File: config.mk
export PLATFORM = sky130hd
export DESIGN_NAME = baccarat_fsm
export DESIGN_NICKNAME = d
export VERILOG_FILES = /design/src/rtl/baccarat_fsm.sv
export SDC_FILE = /design/constraint.sdc
export NUM_CORES = 1
export LEC_CHECK = 0
export ABC_AREA = 1
export CAP_MARGIN = 20
export CORE_AREA = 2 2 44 46
export DETAILED_ROUTE_END_ITERATION = 16
export DIE_AREA = 0 0 46 48
export PLACE_DENSITY = 0.78
export SYNTH_ARGS = -nofsm -noshare
export SYNTH_HDL_FRONTEND = slang
export SYNTH_SLANG_ARGS = --single-unit
File: constraint.sdc
create_clock -name clk -period 1.25 [get_ports clk]
set_clock_uncertainty 0.1 [all_clocks]
set_input_delay 0.3125 -clock clk [delete_from_list [all_inputs] [get_ports clk]]
set_output_delay 0.3125 -clock clk [all_outputs]
set_load 0.03 [all_outputs]
File: src/rtl/baccarat_fsm.sv
// Baccarat hand sequencer: turns step-button presses into card load strobes,
// applies the third-card rules and latches the win lights at the end of the hand.
module baccarat_fsm (
    input  logic       clk,
    input  logic       resetb,
    input  logic       key,
    input  logic [3:0] pscore,
    input  logic [3:0] dscore,
    input  logic [3:0] pcard3,
    output logic       load_pcard1,
    output logic       load_pcard2,
    output logic       load_pcard3,
    output logic       load_dcard1,
    output logic       load_dcard2,
    output logic       load_dcard3,
    output logic       player_win_light,
    output logic       dealer_win_light,
    output logic       hand_done
);

    // state    | meaning
    // S_P1     | waiting for press to deal player card 1
    // S_D1     | waiting for press to deal dealer card 1
    // S_P2     | waiting for press to deal player card 2
    // S_D2     | waiting for press to deal dealer card 2
    // S_EVAL   | press applies natural / player third-card rule
    // S_BANK   | press applies dealer third-card rule using player's third card
    // S_SETTLE | one cycle for datapath scores to settle, lights latch on exit
    // S_DONE   | hand finished, presses ignored until reset
    typedef enum logic [2:0] {
        S_P1, S_D1, S_P2, S_D2, S_EVAL, S_BANK, S_SETTLE, S_DONE
    } state_t;

    state_t     state, state_nxt;
    logic       key_q;
    logic       armed;
    logic       press;
    logic       dealer_draw;
    logic [3:0] v;

    always_ff @(posedge clk or negedge resetb) begin
        if (!resetb) begin
            state            <= S_P1;
            key_q            <= 1'b1;
            armed            <= 1'b0;
            player_win_light <= 1'b0;
            dealer_win_light <= 1'b0;
        end else begin
            state <= state_nxt;
            key_q <= key;
            armed <= armed | key;
            if (state == S_SETTLE) begin
                player_win_light <= (pscore >= dscore);
                dealer_win_light <= (dscore >= pscore);
            end
        end
    end

    // armed blocks a key that was already low when reset released from
    // counting as a press until it has been seen high at least once.
    assign press = resetb & key_q & ~key & armed;

    assign v = (pcard3 >= 4'd10) ? 4'd0 : pcard3;

    always_comb begin
        dealer_draw = 1'b0;
        case (dscore)
            4'd0, 4'd1, 4'd2: dealer_draw = 1'b1;
            4'd3:             dealer_draw = (v != 4'd8);
            4'd4:             dealer_draw = (v >= 4'd2) && (v <= 4'd7);
            4'd5:             dealer_draw = (v >= 4'd4) && (v <= 4'd7);
            4'd6:             dealer_draw = (v >= 4'd6) && (v <= 4'd7);
            default:          dealer_draw = 1'b0;
        endcase
    end

    always_comb begin
        state_nxt   = state;
        load_pcard1 = 1'b0;
        load_pcard2 = 1'b0;
        load_pcard3 = 1'b0;
        load_dcard1 = 1'b0;
        load_dcard2 = 1'b0;
        load_dcard3 = 1'b0;
        case (state)
            S_P1: if (press) begin
                load_pcard1 = 1'b1;
                state_nxt   = S_D1;
            end
            S_D1: if (press) begin
                load_dcard1 = 1'b1;
                state_nxt   = S_P2;
            end
            S_P2: if (press) begin
                load_pcard2 = 1'b1;
                state_nxt   = S_D2;
            end
            S_D2: if (press) begin
                load_dcard2 = 1'b1;
                state_nxt   = S_EVAL;
            end
            S_EVAL: if (press) begin
                if (pscore >= 4'd8 || dscore >= 4'd8) begin
                    state_nxt = S_SETTLE;
                end else if (pscore <= 4'd5) begin
                    load_pcard3 = 1'b1;
                    state_nxt   = S_BANK;
                end else begin
                    load_dcard3 = (dscore <= 4'd5);
                    state_nxt   = S_SETTLE;
                end
            end
            S_BANK: if (press) begin
                load_dcard3 = dealer_draw;
                state_nxt   = S_SETTLE;
            end
            S_SETTLE: state_nxt = S_DONE;
            S_DONE:   state_nxt = S_DONE;
            default:  state_nxt = S_P1;
        endcase
    end

    assign hand_done = (state == S_DONE);

endmodule
==> flow_summary.yaml, run 1 <==
setup_path:
  critPathSlowestCell: "dfstp_2"
  crit_buf_inv: 2
  cp_data_arrival_time_ns: 1.40
  setup.worst_path.end_class: "primary output"
  critPathRequiredTime_ns: 0.84
  r2r-start: "key_q"
  criticalPathCategory: "flop to primary output"
  crit_chain: "nand4_4, buf_6, nor3_4, buf_6"
  r2r_slack_ns: -0.29
  crit_fanout: 5
  critPathLaunch: "key_q"
  cpPeakStageDelay_ns: 0.54
  cp_top_family: "flip-flops"
  cpMostUsedCell: "buf_6"
  startpoint_type: "flop"
power_and_ir_drop:
  p_total_mw: 1.029
  intPower_uw: 622.4
  p_clk_share_pct: 20.8
  seq_power_share_pct: 29.2
  power.share.switching_pct: 39.53
  cellLeakagePower_nw: 0.6646
  power_density_nw_per_um2: 817.7
  comb_power_share_pct: 50.0
  max-vdd-ir-drop_mv: 0.7932
  p_sw_uw: 406.9
timing:
  finalSetupViolCount: 12
  worst_pin_slew_ns: 0.2226
  slew_viol_final: 0
  hold_violations: 0
  relSlewSlack_pct: 85.05
  final.setup.worst_slack_ns: -0.5630
  rsz0062_at_grt: "true"
  period_share_pct: 145.0
  fmax_mhz: 551.6
  period_minus_slack_ns: 1.813
route:
  drtAntennaViolNets: 0
  drt-met1-wl_um: 641
  dr.pass1.iters: 3
  wl_met2_mm: 1.166
  wl_per_cell_um: 11.77
  totalWireLength_mm: 1.883
  drt_iter0_markers: 7
  detail_route.vias_per_cell: 4.700
  drc_errors: 0
  dr.max_layer_used: "met3"
  wl_met3_um: 75
  vias: 752
placement:
  dp.cells: 146
  placed_area_um2: 1036
  dpl_worst_slack_ns: -0.6671
  hpwl_mm: 1.252
  portBuffers: 23
  place.gp.congestion: 0.7811
global_route:
  grt_overflow_total: 0
  grt_pass1_vias: 717
  antenna_found_initial: 0
  grt_max_degree: 8
  grt_first_pass_wirelength_mm: 2.697
  grt_usage_pct: 17.03
run_status:
  status: "finished with violations"
  failed_checks: "negative setup slack"
final_layout:
  layout_common_cells: "buf_4 (21), inv_1 (16), nand2_1 (16), buf_6 (16), dlygate4sd2_1 (11)"
  diodes: 0
  final-seq-area_um2: 177.7
  multi_input_area_um2: 488.0
  syn_to_final_growth_pct: 106.6
  fin_cells: 160
  drive_above_1_share_pct: 50.35
  final_common_cell: "buf_4"
  post-route-util_pct: 74.52
  stdcell_area_um2: 1259
  fill_cells: 136
  nets: 163
synth:
  synth_compound_area_share_pct: 11.70
  syn_area_um2: 609.3
  synth-seq-area-share_pct: 28.95
  yosysWarnings: 0
  synth.distinct_cells: 23
  synthMuxAreaShare_pct: 0
  yosys.area_share.simple_pct: 35.11
  synthXorXnorAreaFrac_pct: 0
  syn-num-nets: 109
  netlist_instances: 90
  synth_fa_ha_area_share_pct: 8.214
  synth_top_family_by_area: "simple AND/OR/NAND/NOR gates"
  ys_ff_latch: 7
  syn_avg_cell_area_um2: 6.770
clock_tree:
  cts_tree: "done"
  holdBufCountCts: 0
  cts-htree-levels: 1
  cts-buffers-inserted: 3
  clockBufferDepth: 2
  cts_root_buf: "clkbuf_4"
  clock_latency_ns: 0.26
  cts.clk_slew.worst_paths_ns: 0.06
  cts.sinks: 7
floorplanning:
  die_w_um: 46
  core-area_um2: 1689
  die_y_um: 48
  rows: 15
  start_util_pct: 36.07
  ios: 24
  die_area_um2: 2208
run:
  maxCapViolCount: 0
hold_path:
  hold_path.class: "input pin to asynchronous set/reset pin"
==> timing repair <==
item,4_1_cts,5_1_grt
buffers inserted,6,5
pin swaps,18,10
endpoints found under the setup margin,12,12
endpoints found under the hold margin,0,0
gates resized for setup,28,21
cloned,0,0
==> worst paths after layout <==
kind,to,cells after the start
setup reg to reg,state[1],7
min in group clk,key_q,1
setup / recovery,load_pcard3,4
hold / removal,state[0],2
max in group asynchronous,key_q,2
hold reg to reg,dealer_win_light,2
==> cells in the mapped netlist <==
| cell | instances | area, um2 |
|---|---|---|
| o21bai_1 | 1 | 7.510 |
| nor2_4 | 1 | 11.26 |
| buf_6 | 2 | 22.52 |
| a31oi_1 | 1 | 6.260 |
| inv_1 | 18 | 67.56 |
| a21oi_1 | 5 | 25.02 |
| nor4_1 | 2 | 12.51 |
| nand4_2 | 1 | 12.51 |
| nand2_1 | 19 | 71.32 |
| nor2_2 | 1 | 6.260 |
| o21ai_0 | 1 | 5.000 |
| o21ai_1 | 2 | 10.01 |
| inv_2 | 2 | 7.510 |
| dfrtp_1 | 6 | 150.1 |
| dfstp_2 | 1 | 26.28 |
| a21oi_2 | 1 | 8.760 |
| ha_1 | 4 | 50.05 |
| nor3_1 | 1 | 5.000 |
| nand3_1 | 6 | 30.03 |
| nor2_1 | 11 | 41.29 |
| nand2_4 | 1 | 11.26 |
| nand2_2 | 2 | 12.51 |
| o21ai_2 | 1 | 8.760 |
==> state kept, by name, indices dropped and copies added, names as in the netlist <==
| name | cells |
|---|---|
| armed | 1 |
| dealer_win_light | 1 |
| key_q | 1 |
| player_win_light | 1 |
| state | 3 |
==> logic make-up (layout without fill, tap and decap cells) <==
family	count (synthesis)	count (layout)
and+or+nand+nor	45	45
buffers and inverters	22	75
AOI/OAI and AO/OA	12	12
DFF	7	7
adders and majority gates	4	4
==> per-layer routing <==
layer  global-route usage [%]  vias up
met3                    3.396        0
met5                        0        -
met2                    36.39       23
met1                    16.82      342
li1                         -      387
met4                    2.286        0
==> power by group through the flow <==
stage,Sequential [mW],Combinational [mW],Clock [mW]
finish,0.300,0.515,0.214
global route,0.303,0.551,0.234
CTS,0.298,0.459,0.214
detailed placement,0.299,0.420,0
global placement,0.299,0.409,0
floorplan,0.356,0.183,0
==> layout make-up <==
class                      instances  share of cell area, %
tap                               17                  1.690
sequential                         7                  14.12
timing repair buffer              51                  36.88
inverter                          20                  6.362
clock inverter                     1                 0.3976
clock buffer                       3                  1.789
multi-input combinational         61                  38.77
==> worst register-to-register path: cells and delay by family (launching register included) <==
kind	cells	cell delay (ns)
AO/OA/AOI/OAI	2	0.21
buffers and inverters	3	0.35
flip-flops	1	0.54
AND/OR/NAND/NOR	2	0.23
==> per-stage QoR <==
| step | hold slack (ns) | TNS (ns) |
|---|---|---|
| after floorplan | -0.08309 | -1.380 |
| after global placement | 0.3733 | -6.045 |
| after detailed placement | 0.3815 | -6.375 |
| after CTS | 0.06030 | -4.727 |
| after global routing | 0.06608 | -5.288 |
| final | 0.06345 | -4.653 |
Power figures use the tool's default switching activity.
==> inputs of run 2 (changes only) <==
- clock period: 1.25 -> 1.6 ns (I/O delays scaled with it)
==> run 2 against run 1 <==
Effect of this change: sequential cell count is the same; the flow still finishes with violations (negative setup slack); wire length shrank 12%; global-route usage up 0.13 points; worst hold slack better by 0.097 ns; die area did not move; non-clock buffer count down 10; critical path depth unchanged; final area shrank 14%; via count fell by 4.1%; register-to-register slack better by 0.45 ns; cell count decreased by 6.3%; sequential share of layout area rose by 2.5 points.
==> flow_summary.yaml, run 2 (synthesis gave the netlist of run 1 again) <==
floorplanning:
  rows: 15
  die_w_um: 46
  core-area_um2: 1689
  die_area_um2: 2208
  die_y_um: 48
  ios: 24
  start_util_pct: 36.07
placement:
  dp.cells: 143
  portBuffers: 23
  place.gp.congestion: 0.7330
  hpwl_mm: 1.244
final_layout:
  nets: 153
  layout_common_cells: "buf_4 (17), inv_1 (16), nand2_1 (16), dlygate4sd2_1 (10), buf_6 (8)"
  multi_input_area_um2: 415.4
  largest-register: "state"
  final-seq-area_um2: 180.2
  fin_cells: 150
  final_common_cell: "buf_4"
  largest_register_ff_count: 3
  drive_above_1_share_pct: 42.86
  fill_cells: 146
  syn_to_final_growth_pct: 78.23
  diodes: 0
timing:
  period_share_pct: 115.3
  finalSetupViolCount: 7
  relSlewSlack_pct: 79.77
  worst_pin_slew_ns: 0.3047
  final.setup.worst_slack_ns: -0.2446
  period_minus_slack_ns: 1.845
  fmax_mhz: 542.1
  rsz0062_at_grt: "true"
  hold_violations: 0
  slew_viol_final: 0
setup_path:
  cpPeakStageDelay_ns: 0.54
  ff2ff_path_depth: 6
  r2r_slack_ns: 0.16
  r2r-start: "key_q"
  crit_chain: "nand4_4, buf_4, nor3_2, buf_4"
  cpMostUsedCell: "buf_4"
  criticalPathCategory: "flop to primary output"
  cp_top_family: "flip-flops"
  critPathRequiredTime_ns: 1.10
  r2r_end: "state[1]"
  setup.worst_path.end_class: "primary output"
  critPathSlowestCell: "dfstp_2"
  cp_data_arrival_time_ns: 1.34
  startpoint_type: "flop"
  crit_buf_inv: 2
  crit_fanout: 5
global_route:
  grt_overflow_total: 0
  grt_pass1_vias: 700
  antenna_found_initial: 0
  grt_first_pass_wirelength_mm: 2.677
  grt_max_degree: 8
  grt_usage_pct: 17.16
power_and_ir_drop:
  p_clk_share_pct: 22.0
  power_density_nw_per_um2: 658.6
  comb_power_share_pct: 45.4
  p_sw_uw: 271.8
  seq_power_share_pct: 32.6
  max-vdd-ir-drop_mv: 0.8853
  intPower_uw: 443.5
  cellLeakagePower_nw: 0.5561
  power.share.switching_pct: 38.00
  p_total_uw: 715.3
clock_tree:
  clock_latency_ns: 0.25
  cts-buffers-inserted: 3
  cts_tree: "done"
  holdBufCountCts: 0
  cts.sinks: 7
  clockBufferDepth: 2
  cts_root_buf: "clkbuf_4"
  cts-htree-levels: 1
  cts.clk_slew.worst_paths_ns: 0.05
route:
  dr.max_layer_used: "met4"
  drt-met1-wl_um: 706
  drtAntennaViolNets: 0
  detail_route.vias_per_cell: 4.807
  drc_errors: 0
  drt_iter0_markers: 10
  dr.pass1.iters: 4
  vias: 721
  wl_met2_um: 859
  wl_per_cell_um: 11.07
  totalWireLength_mm: 1.660
  wl_met3_um: 37
run:
  maxCapViolCount: 0
run_status:
  failed_checks: "negative setup slack"
  status: "finished with violations"
hold_path:
  hold_path.class: "input pin to asynchronous set/reset pin"
run 2: cell types whose count changed in the layout (fill, tap and decap cells not counted), sizes merged:
| cell | delta |
|---|---|
| buf | -12 |
| dlygate4sd2 | -1 |
| clkdlybuf4s15 | +3 |
| clkbuf | +1 |
| clkinv | -1 |
run 2: power groups by stage:
stage / Clock, mW / Combinational, mW / Sequential (mW)
after global routing: 0.178 / 0.352 / 0.239
after global placement: 0 / 0.318 / 0.231
after CTS: 0.164 / 0.322 / 0.230
after detailed placement: 0 / 0.323 / 0.232
final: 0.157 / 0.325 / 0.233
after floorplan: 0 / 0.130 / 0.277
run 2: final cells by class:
| type | instances | share of cell area (%) |
|---|---|---|
| flip-flops and latches | 7 | 16.59 |
| repair buffers | 41 | 33.64 |
| clock buffers | 4 | 2.419 |
| well taps | 17 | 1.959 |
| inverters | 20 | 7.143 |
| multi-input cells | 61 | 38.25 |
run 2: worst max path at each step:
stage          startpoint          end  slack, ns  cells past startpoint
2_1_floorplan       key_q  load_dcard1      -0.12                      2
6_report            key_q  load_pcard3      -0.24                      4
5_1_grt          state[1]  load_pcard3      -0.31                      5
3_3_place_gp       resetb  load_dcard2      -0.50                      6
3_5_place_dp       resetb  load_dcard2      -0.51                      6
4_1_cts             key_q  load_pcard3      -0.24                      4
run 2: what timing repair did:
| item | CTS | global route |
|---|---|---|
| buffers inserted | 3 | 0 |
| pin swaps | 17 | 1 |
| hold endpoints to repair | 0 | 0 |
| resized for setup | 34 | 9 |
| setup endpoints to repair | 11 | 7 |
run 2: metrics by stage:
step | area [um2] | hold slack, ns | setup WS, ns | TNS, ns | util (%)
2_1_floorplan | 650.6 | 0.004409 | -0.1217 | -0.2747 | -
3_3_place_gp | 974.7 | 0.3803 | -0.4986 | -3.466 | 57.70
3_5_place_dp | 974.7 | 0.3790 | -0.5102 | -3.712 | 57.70
4_1_cts | 1064 | 0.1586 | -0.2385 | -1.295 | 62.96
5_1_grt | 1086 | 0.1716 | -0.3150 | -1.831 | 64.30
6_report | 1086 | 0.1609 | -0.2446 | -1.339 | 64.30
run 2: metal layers:
metal | vias to the layer above | global-route usage, %
met2 | 13 | 31.67
met4 | 0 | 10.29
met1 | 331 | 18.58
met5 | - | 0
li1 | 371 | -
met3 | 6 | 2.264
